$ cat src/rtl/bresenham_pkg.sv
// bresenham_pkg: types and constants shared along the Bresenham ray path.
package bresenham_pkg;
  localparam int PKG_COORD_W = 16;
  localparam logic [15:0] PI_FX = 16'h3244;
  typedef logic signed [PKG_COORD_W-1:0] coord_t;
  typedef struct packed {
    logic flip_y;
    logic flip_x;
    logic flip_identity;
  } octant_flags_t;
endpackage

$ cat src/rtl/octant_map.sv
// octant_map: maps a first-octant offset back to its true octant (swap, then x flip, then y flip).
module octant_map import bresenham_pkg::*; #(
  parameter int W = 16
) (
  input  logic [W-1:0]  dx,
  input  logic [W-1:0]  dy,
  input  octant_flags_t flags,
  output logic [W-1:0]  x1,
  output logic [W-1:0]  y1
);
  logic [W-1:0] a, b;
  always_comb begin
    a = flags.flip_identity ? dy : dx;
    b = flags.flip_identity ? dx : dy;
    x1 = flags.flip_x ? -a : a;
    y1 = flags.flip_y ? -b : b;
  end
endmodule

$ cat src/rtl/octant_restore.sv
// octant_restore: 2-stage pipeline turning first-octant offsets into absolute map cells.
// Define BOUNDS_CHECK_EN to drop off-map cells and expose oob_count.
module octant_restore import bresenham_pkg::*; #(
  parameter int COORD_W = 16,
  parameter int CNT_W   = 12,
  parameter int MAP_DIM = 1024
) (
  input  logic               clk,
  input  logic               rst,
  input  logic               cfg_valid,
  output logic               cfg_ready,
  input  logic [COORD_W-1:0] cfg_origin_x,
  input  logic [COORD_W-1:0] cfg_origin_y,
  input  logic               cfg_flip_y,
  input  logic               cfg_flip_x,
  input  logic               cfg_flip_identity,
  input  logic               in_valid,
  output logic               in_ready,
  input  logic [COORD_W-1:0] in_dx,
  input  logic [COORD_W-1:0] in_dy,
  input  logic               in_last,
  output logic               out_valid,
  input  logic               out_ready,
  output logic [COORD_W-1:0] out_x,
  output logic [COORD_W-1:0] out_y,
  output logic               out_last,
  output logic               ray_done,
`ifdef BOUNDS_CHECK_EN
  output logic [CNT_W-1:0]   oob_count,
`endif
  output logic [CNT_W-1:0]   cell_count
);
`ifdef BOUNDS_CHECK_EN
  localparam bit BOUNDS_EN = 1'b1;
`else
  localparam bit BOUNDS_EN = 1'b0;
`endif
  localparam logic [COORD_W-1:0] MAP_LIM = COORD_W'(MAP_DIM);
  typedef enum logic {IDLE, RUN} state_t;
  state_t state_q, state_d;
  octant_flags_t flags_q, flags_d;
  logic [COORD_W-1:0] org_x_q, org_x_d, org_y_q, org_y_d;
  logic [COORD_W-1:0] s1_x_q, s1_x_d, s1_y_q, s1_y_d, s1_ox_q, s1_ox_d, s1_oy_q, s1_oy_d;
  logic [COORD_W-1:0] s2_x_q, s2_x_d, s2_y_q, s2_y_d, map_x, map_y;
  logic s1_v_q, s1_v_d, s1_last_q, s1_last_d, s2_v_q, s2_v_d, s2_last_q, s2_last_d;
  logic ray_done_q, ray_done_d;
  logic [CNT_W-1:0] cnt_q, cnt_d;
  logic cfg_acc, in_xfer, in_map, s2_leave, s1_adv, out_xfer;

  octant_map #(.W(COORD_W)) u_map (
    .dx(in_dx), .dy(in_dy), .flags(flags_q), .x1(map_x), .y1(map_y)
  );

  // A stage-2 beat leaves either by handshake or, when off-map, by being dropped.
  assign in_map    = !s2_x_q[COORD_W-1] && !s2_y_q[COORD_W-1] && s2_x_q < MAP_LIM && s2_y_q < MAP_LIM;
  assign out_valid = s2_v_q && (in_map || !BOUNDS_EN);
  assign s2_leave  = s2_v_q && (out_ready || !out_valid);
  assign s1_adv    = s1_v_q && (!s2_v_q || s2_leave);
  assign out_xfer  = out_valid && out_ready;
  assign cfg_ready = state_q == IDLE;
  assign in_ready  = state_q == RUN && (!s1_v_q || s1_adv);
  assign cfg_acc   = cfg_valid && cfg_ready;
  assign in_xfer   = in_valid && in_ready;
  assign out_x      = s2_x_q;
  assign out_y      = s2_y_q;
  assign out_last   = s2_last_q;
  assign ray_done   = ray_done_q;
  assign cell_count = cnt_q;

  always_comb begin
    state_d = cfg_acc ? RUN : (in_xfer && in_last) ? IDLE : state_q;
    flags_d = cfg_acc ? {cfg_flip_y, cfg_flip_x, cfg_flip_identity} : flags_q;
    org_x_d = cfg_acc ? cfg_origin_x : org_x_q;
    org_y_d = cfg_acc ? cfg_origin_y : org_y_q;
    cnt_d = cfg_acc ? '0 : (out_xfer && cnt_q != '1) ? cnt_q + 1'b1 : cnt_q;
    s1_v_d    = in_xfer || (s1_v_q && !s1_adv);
    s1_x_d    = in_xfer ? map_x : s1_x_q;
    s1_y_d    = in_xfer ? map_y : s1_y_q;
    s1_ox_d   = in_xfer ? org_x_q : s1_ox_q;
    s1_oy_d   = in_xfer ? org_y_q : s1_oy_q;
    s1_last_d = in_xfer ? in_last : s1_last_q;
    s2_v_d    = s1_adv || (s2_v_q && !s2_leave);
    s2_x_d    = s1_adv ? s1_ox_q + s1_x_q : s2_x_q;
    s2_y_d    = s1_adv ? s1_oy_q + s1_y_q : s2_y_q;
    s2_last_d = s1_adv ? s1_last_q : s2_last_q;
    ray_done_d = s2_leave && s2_last_q;
  end

  always_ff @(posedge clk or posedge rst) begin
    if (rst) begin
      state_q    <= IDLE;
      flags_q    <= '0;
      org_x_q    <= '0;
      org_y_q    <= '0;
      cnt_q      <= '0;
      s1_v_q     <= 1'b0;
      s1_x_q     <= '0;
      s1_y_q     <= '0;
      s1_ox_q    <= '0;
      s1_oy_q    <= '0;
      s1_last_q  <= 1'b0;
      s2_v_q     <= 1'b0;
      s2_x_q     <= '0;
      s2_y_q     <= '0;
      s2_last_q  <= 1'b0;
      ray_done_q <= 1'b0;
    end else begin
      state_q    <= state_d;
      flags_q    <= flags_d;
      org_x_q    <= org_x_d;
      org_y_q    <= org_y_d;
      cnt_q      <= cnt_d;
      s1_v_q     <= s1_v_d;
      s1_x_q     <= s1_x_d;
      s1_y_q     <= s1_y_d;
      s1_ox_q    <= s1_ox_d;
      s1_oy_q    <= s1_oy_d;
      s1_last_q  <= s1_last_d;
      s2_v_q     <= s2_v_d;
      s2_x_q     <= s2_x_d;
      s2_y_q     <= s2_y_d;
      s2_last_q  <= s2_last_d;
      ray_done_q <= ray_done_d;
    end
  end

`ifdef BOUNDS_CHECK_EN
  logic [CNT_W-1:0] oob_q, oob_d;
  assign oob_count = oob_q;
  always_comb
    oob_d = cfg_acc ? '0 : (s2_v_q && !in_map && oob_q != '1) ? oob_q + 1'b1 : oob_q;
  always_ff @(posedge clk or posedge rst)
    if (rst) oob_q <= '0;
    else oob_q <= oob_d;
`endif
endmodule
$ cat config.mk
export PLATFORM = sky130hd
export DESIGN_NAME = octant_restore
export DESIGN_NICKNAME = d
export VERILOG_FILES = /design/src/rtl/bresenham_pkg.sv /design/src/rtl/octant_map.sv /design/src/rtl/octant_restore.sv
export SDC_FILE = /design/constraint.sdc
export NUM_CORES = 1
export LEC_CHECK = 0
export BUFFER_PORTS_ARGS = -buffer_cell sky130_fd_sc_hd__buf_2
export CAP_MARGIN = 20
export CORE_UTILIZATION = 30
export DETAILED_ROUTE_END_ITERATION = 16
export MAX_ROUTING_LAYER = met4
export PLACE_DENSITY_LB_ADDON = 0.08
export SETUP_SLACK_MARGIN = 0.2
export SYNTH_ARGS = -nofsm -noshare
export SYNTH_HDL_FRONTEND = slang
export SYNTH_HIERARCHICAL = 1
export SYNTH_SLANG_ARGS = --single-unit
$ cat constraint.sdc
create_clock -name clk -period 5.3 [get_ports clk]
set_input_delay 0.265 -clock clk [delete_from_list [all_inputs] [get_ports clk]]
set_output_delay 0.265 -clock clk [all_outputs]
set_load 0.03 [all_outputs]
Word level (Yosys, flattened, before mapping)
Index checks and enable logic that the tools add are counted.

Input port bits: 73. Output and inout port bits: 49. Flip-flop bits (word level): 149. Logic and storage cells: 55.

Add/sub/neg operators: 5. Mux-type cells: 8. Eq/ne operators: 1. Reductions and logical operators: 22. Bitwise operators: 1.

Operators by type and width (number): 16-bit 2-to-1 mux (4); 16-bit adder (2); 16-bit negation (2); 12-bit 2-to-1 mux (2); 12-bit by 1-bit adder with 12-bit output (second input constant) (1); 12-bit != test (second input constant) (1); 1-bit logical AND (11); 1-bit logical OR (5); 1-bit zero test (4); 2-bit nonzero test (2); 1-bit 2-to-1 mux (2); 1-bit inverter (1).

Depth between registers and ports, before layout
Depth after elaboration: 11. Mapped depth: 13. Depth with buffers taken out: 9.

Modules after synthesis
Netlist, hierarchy kept.

Modules (own cells, without submodules): octant_restore (cells an instance 721, seq. area each 3728.6 um^2, instances 1, area each 7035.5 um^2); octant_map (cells an instance 184, seq. area each 0.0 um^2, instances 1, area each 1320.0 um^2).

Least setup slack after synthesis
Ideal clock, no wire load.

Kind: register -> register. Start: register flags_q[0] (netlist name). End: register s1_y_q[14]. Required time: 5235 ps. Arrival: 2486 ps. Library setup time: 65 ps. Path slack: 2748 ps. Cell stages (with the launch flop): 13. Cells stage by stage: dfrtp_1 -> buf_6 -> buf_2 -> buf_2 -> buf_2 -> mux2i_1 -> ha_1 -> o221ai_1 -> or2_1 -> o31ai_2 -> xor2_1 -> nand2_1 -> nand2_1.

Word-level cells in the longest chain between the ends: 3.

Ends and longest elaborated chain: start, declared (line octant_restore.sv:41) `octant_flags_t flags_q, flags_d;`; start signal, assigned (line octant_restore.sv:109) `flags_q <= flags_d;`; 16-bit 2-to-1 mux (*) (line octant_map.sv:14) `b = flags.flip_identity ? dx : dy;`; 16-bit negation (line octant_map.sv:16) `y1 = flags.flip_y ? -b : b;`; 16-bit 2-to-1 mux (*) (line octant_map.sv:16); net map_y[14] (line octant_restore.sv:44) `logic [COORD_W-1:0] s2_x_q, s2_x_d, s2_y_q, s2_y_d, map_x, map_y;`; end signal, assigned (line octant_restore.sv:115) `s1_y_q <= s1_y_d;`; end, declared (line octant_restore.sv:43) `logic [COORD_W-1:0] s1_x_q, s1_x_d, s1_y_q, s1_y_d, s1_ox_q, s1_ox_d, s1_oy_q, s1_oy_d;`.

Mark *: on every way through the listed nets, which the timed path passes. The rest lies on a longest branch. A chain may end at the register's enable or synchronous reset.

Worst setup path after layout
Start: register flags_q[0] (netlist name). End: register s1_x_q[12].

Word-level cells in the longest chain between the ends: 3.

Ends and longest elaborated chain: 16-bit 2-to-1 mux (*) (line octant_map.sv:13) `a = flags.flip_identity ? dy : dx;`; 16-bit negation (line octant_map.sv:15) `x1 = flags.flip_x ? -a : a;`; 16-bit 2-to-1 mux (*) (line octant_map.sv:15); net map_x[12] (line octant_restore.sv:44); end signal, assigned (line octant_restore.sv:97) `s1_x_q <= '0;`; end signal, assigned (line octant_restore.sv:114) `s1_x_q <= s1_x_d;`; end, declared (line octant_restore.sv:43).

Marks and branches as above.

==> impl_results.md <==
* Post-Route Setup TNS at 0 ns
* Setup violations, final at 0
* CTS tree: yes
* CP most frequent cell: nand2_1
* R2r worst-path depth at 10
* Hold EP: org_y_q[3]
* Total Wirelength at roughly 22,000 um
* Gr usage total at 0.166
* Fmax at around 0.35 GHz
* IO buf count at around 120
* TritonCTS buffer count at 17
* Clock period minus worst slack at 2.87 ns
* Syn_area_per_cell at between 9 and 10 sq um
* Core Area at 27,100 sq um
* Buf/Inv on CP at 1
* Reg area at approximately 3700 sq um
* Total placed instance area at a little over 9000 sq um
* Post-route cell area at 9970 sq um
* Top-count cell post-synth: nand2_1
* Mapped Nets at around 1,000
* Worst slew margin at 0.363
* Distinct cells, synth at 70
* Largest buffer count on any clock path at 2
* Hold Path Depth at 2
* GRT overflow at 0
* Slowest stage cell, crit path: dfrtp_2
* Worst setup EP type: flop
* DRT iter0 DRCs at ~360
* Mapped Cells at between 900 and 1,000
* Die X at roughly 170 um
* Pwr per Cell Area at about 670 nW/um^2
* Number of antenna violations at the first check in global routing at 0
* CTS Sinks at about 150
* # rows at 60
* Footprint of the multi-input gates at 4410 sq um
* Root buffer cell: clkbuf_16
* Global-route wire length before repair at 35,900 um
* Crit path launch: flags_q[0]
* Gpl congestion at around 0.86
* Top_reg_cell synth: dfrtp_1
* Yosys Warn Count at 6
* Chip Height at ~170 um
* Clk Latency, worst-skew pair at between 0.4 and 0.5 ns
* Maxcap violations at 0
* Area contributors post-synth: dfrtp_1 45%, nand2_1 12%, mux2_2 5.4%, ha_1 4.9%, xor2_1 3.9%
* Worst setup SP type: flop
* Largest net degree at the start of global routing at 73
* Initial Util at 0.308
* Worst slew pin tran at 0.956 ns
* Max Slew Vio Count at 0
* Critical Path AT at 3.23 ns
* Via density at about 4.7
* Ant. Diodes at 0
* Layout cell share with drive strength beyond 1 at 0.215
* Synthesis-to-finish area growth at 19.3%
* H-Tree Depth at 4
* # DRC at 0
* Seq/Total Area, Yosys at 0.446
* CP top delay family: flip-flops
* Slowest stage delay, CP at 0.86 ns
* Post-synth top area share at 0.446
* Fin nets at 1,120
* Worst-path maximum fanout at 38
* Min-delay src: cfg_origin_y[3]
* Synth Register Bits at ~150
* Endpoints failing hold at 0
* Mapped cell area at 8360 sq um
* Clk pin slew, worst setup/hold paths at ~0.07 ns
* Part of the cycle the worst path needs at 0.542
* RSZ-0062 raised after global routing: no
* Area leader, netlist: dfrtp_1
* Number of synthesized flops with an enable pin at 0
* Post-DRT Antenna Nets at 0
* # fillers at between 2,000 and 3,000
* Worst flop-to-flop path endpoint: s1_x_q[12]
* Via count at roughly 6,600
* Reg2reg setup slack at 2.43 ns
* Top-level I/O count at ~120
* Post-synth ARST share at 1.00
* Peak supply drop at around 0.24 mV
* Synth cell count leaders: 275 x nand2_1, 149 x dfrtp_1, 40 x mux2_2
* Vias in the first global route at between 6,000 and 7,000
* Worst setup path class: flop to flop
* Worst path cell trace: buf_4 > mux2i_1 > ha_1 > nor2b_1 > nand2b_1 > nand4b_1 > o21ai_1 > xor2_1 > nand2_1 > nand2_1
* CTS resizes at 0
* Critical R2R Launch: flags_q[0]
* # hold bufs at CTS at 1
* Post-CTS Setup Bufs at 0
* Setup Skew at approximately 0.013 ns
* Die area at between 20,000 and 30,000 sq um
* Critical Path RT at approximately 5.7 ns
* LEAKAGE at 4.83 nW
* Run status: complete, no violations
* Detailed placement HPWL at 15,900 um
* WL per Instance at approximately 16 um
* TritonRoute pass-1 iters at 5
* Min-Delay Path Class: input port to flop
-- cell type report --
class                           count  share of cell area
Tap cell                          372              0.0467
Sequential cell                   149               0.374
Multi-Input combinational cell    702               0.442
Clock buffer                       19              0.0444
Inverter                           13             0.00540
Timing Repair Buffer              129              0.0670
Clock inverter                     13              0.0198
-- cells in the final DEF, fill, tap and decap left out, drive strengths merged, types with 3 or more instances in the layout --
cell type  Yosys  layout
a211oi         3       3
o21ai         53      53
nor2          28      28
xnor2         25      25
ha            33      33
mux2i         32      32
mux2          40      40
nor4           6       6
o31ai          8       8
nor3b          4       4
and3           4       4
clkinvlp       0       3
nand4          8       8
or3            9       9
dfrtp        149     149
xor2          37      37
o21bai         5       5
clkbuf        21      19
o311ai         3       3
buf           20     128
bufinv         0       4
nand2b        10      10
nand2        276     276
a21o          10      10
nand3         10      10
a31oi          5       5
o211ai         4       4
a21oi         33      33
and2           6       6
clkinv         0       4
o41ai          4       4
nor2b          4       4
inv           13      15
nor3          14      14
-- worst max-delay path by stage --
| stage | end | depth (start not counted) |
|---|---|---|
| floorplan | cell_count[0] | 1 |
| global placement | s1_y_q[11] | 8 |
| detailed placement | s1_x_q[12] | 10 |
| CTS | s1_x_q[12] | 10 |
| global route | s1_x_q[12] | 10 |
| finish | s1_x_q[12] | 10 |
-- cells by family after synthesis --
kind of cell / share of synthesized area
xor gates and xnor gates: 0.0650
buffers and inverters: 0.0277
DFF: 0.446
adders and majority gates: 0.0542
muxes: 0.0922
and+or+nand+nor: 0.201
AOI/OAI and AO/OA: 0.113
-- registers in the layout, summed over array words and instances (netlist names) --
name,flops
out_valid,1
state_q,1
out_last,1
org_y_q,16
s1_y_q,16
s1_ox_q,16
org_x_q,16
out_x,16
s1_oy_q,16
s1_x_q,16
ray_done,1
out_y,16
s1_last_q,1
cell_count,12
flags_q,3
s1_v_q,1
-- metrics by stage --
step / instances / util / setup WS, ns / total power [W] / hold WS (ns)
finish: 1397 / 0.368 / 2.43 / 0.00665 / 0.0661
CTS: 1397 / 0.368 / 2.45 / 0.00675 / 0.0455
detailed placement: 1364 / 0.344 / 2.46 / 0.00539 / 0.300
global route: 1397 / 0.368 / 2.13 / 0.00725 / 0.0507
floorplan: 905 / - / 1.03 / 0.00454 / 0.405
global placement: 1364 / 0.344 / 2.56 / 0.00539 / 0.301
-- worst register-to-register path, stage by stage (launching register included) --
cell	delay, ns
dfrtp_2	0.86
buf_4	0.49
mux2i_1	0.34
ha_1	0.24
nor2b_1	0.07
nand2b_1	0.13
nand4b_1	0.20
o21ai_1	0.19
xor2_1	0.15
nand2_1	0.06
nand2_1	0.08
-- power by group --
group	switching, W	internal, W
registers	0.000425	0.00167
clock network	0.000505	0.000809
logic	0.00194	0.00130
-- layer usage --
metal,share of wire,global-route usage,vias up,wire (um)
met5,0,-,-,0
met4,0.015,0.0518,0,325
met3,0.033,0.0248,14,739
met2,0.42,0.234,157,9210
met1,0.54,0.242,3069,11800
li1,-,-,3325,-
Power figures use the tool's default switching activity.
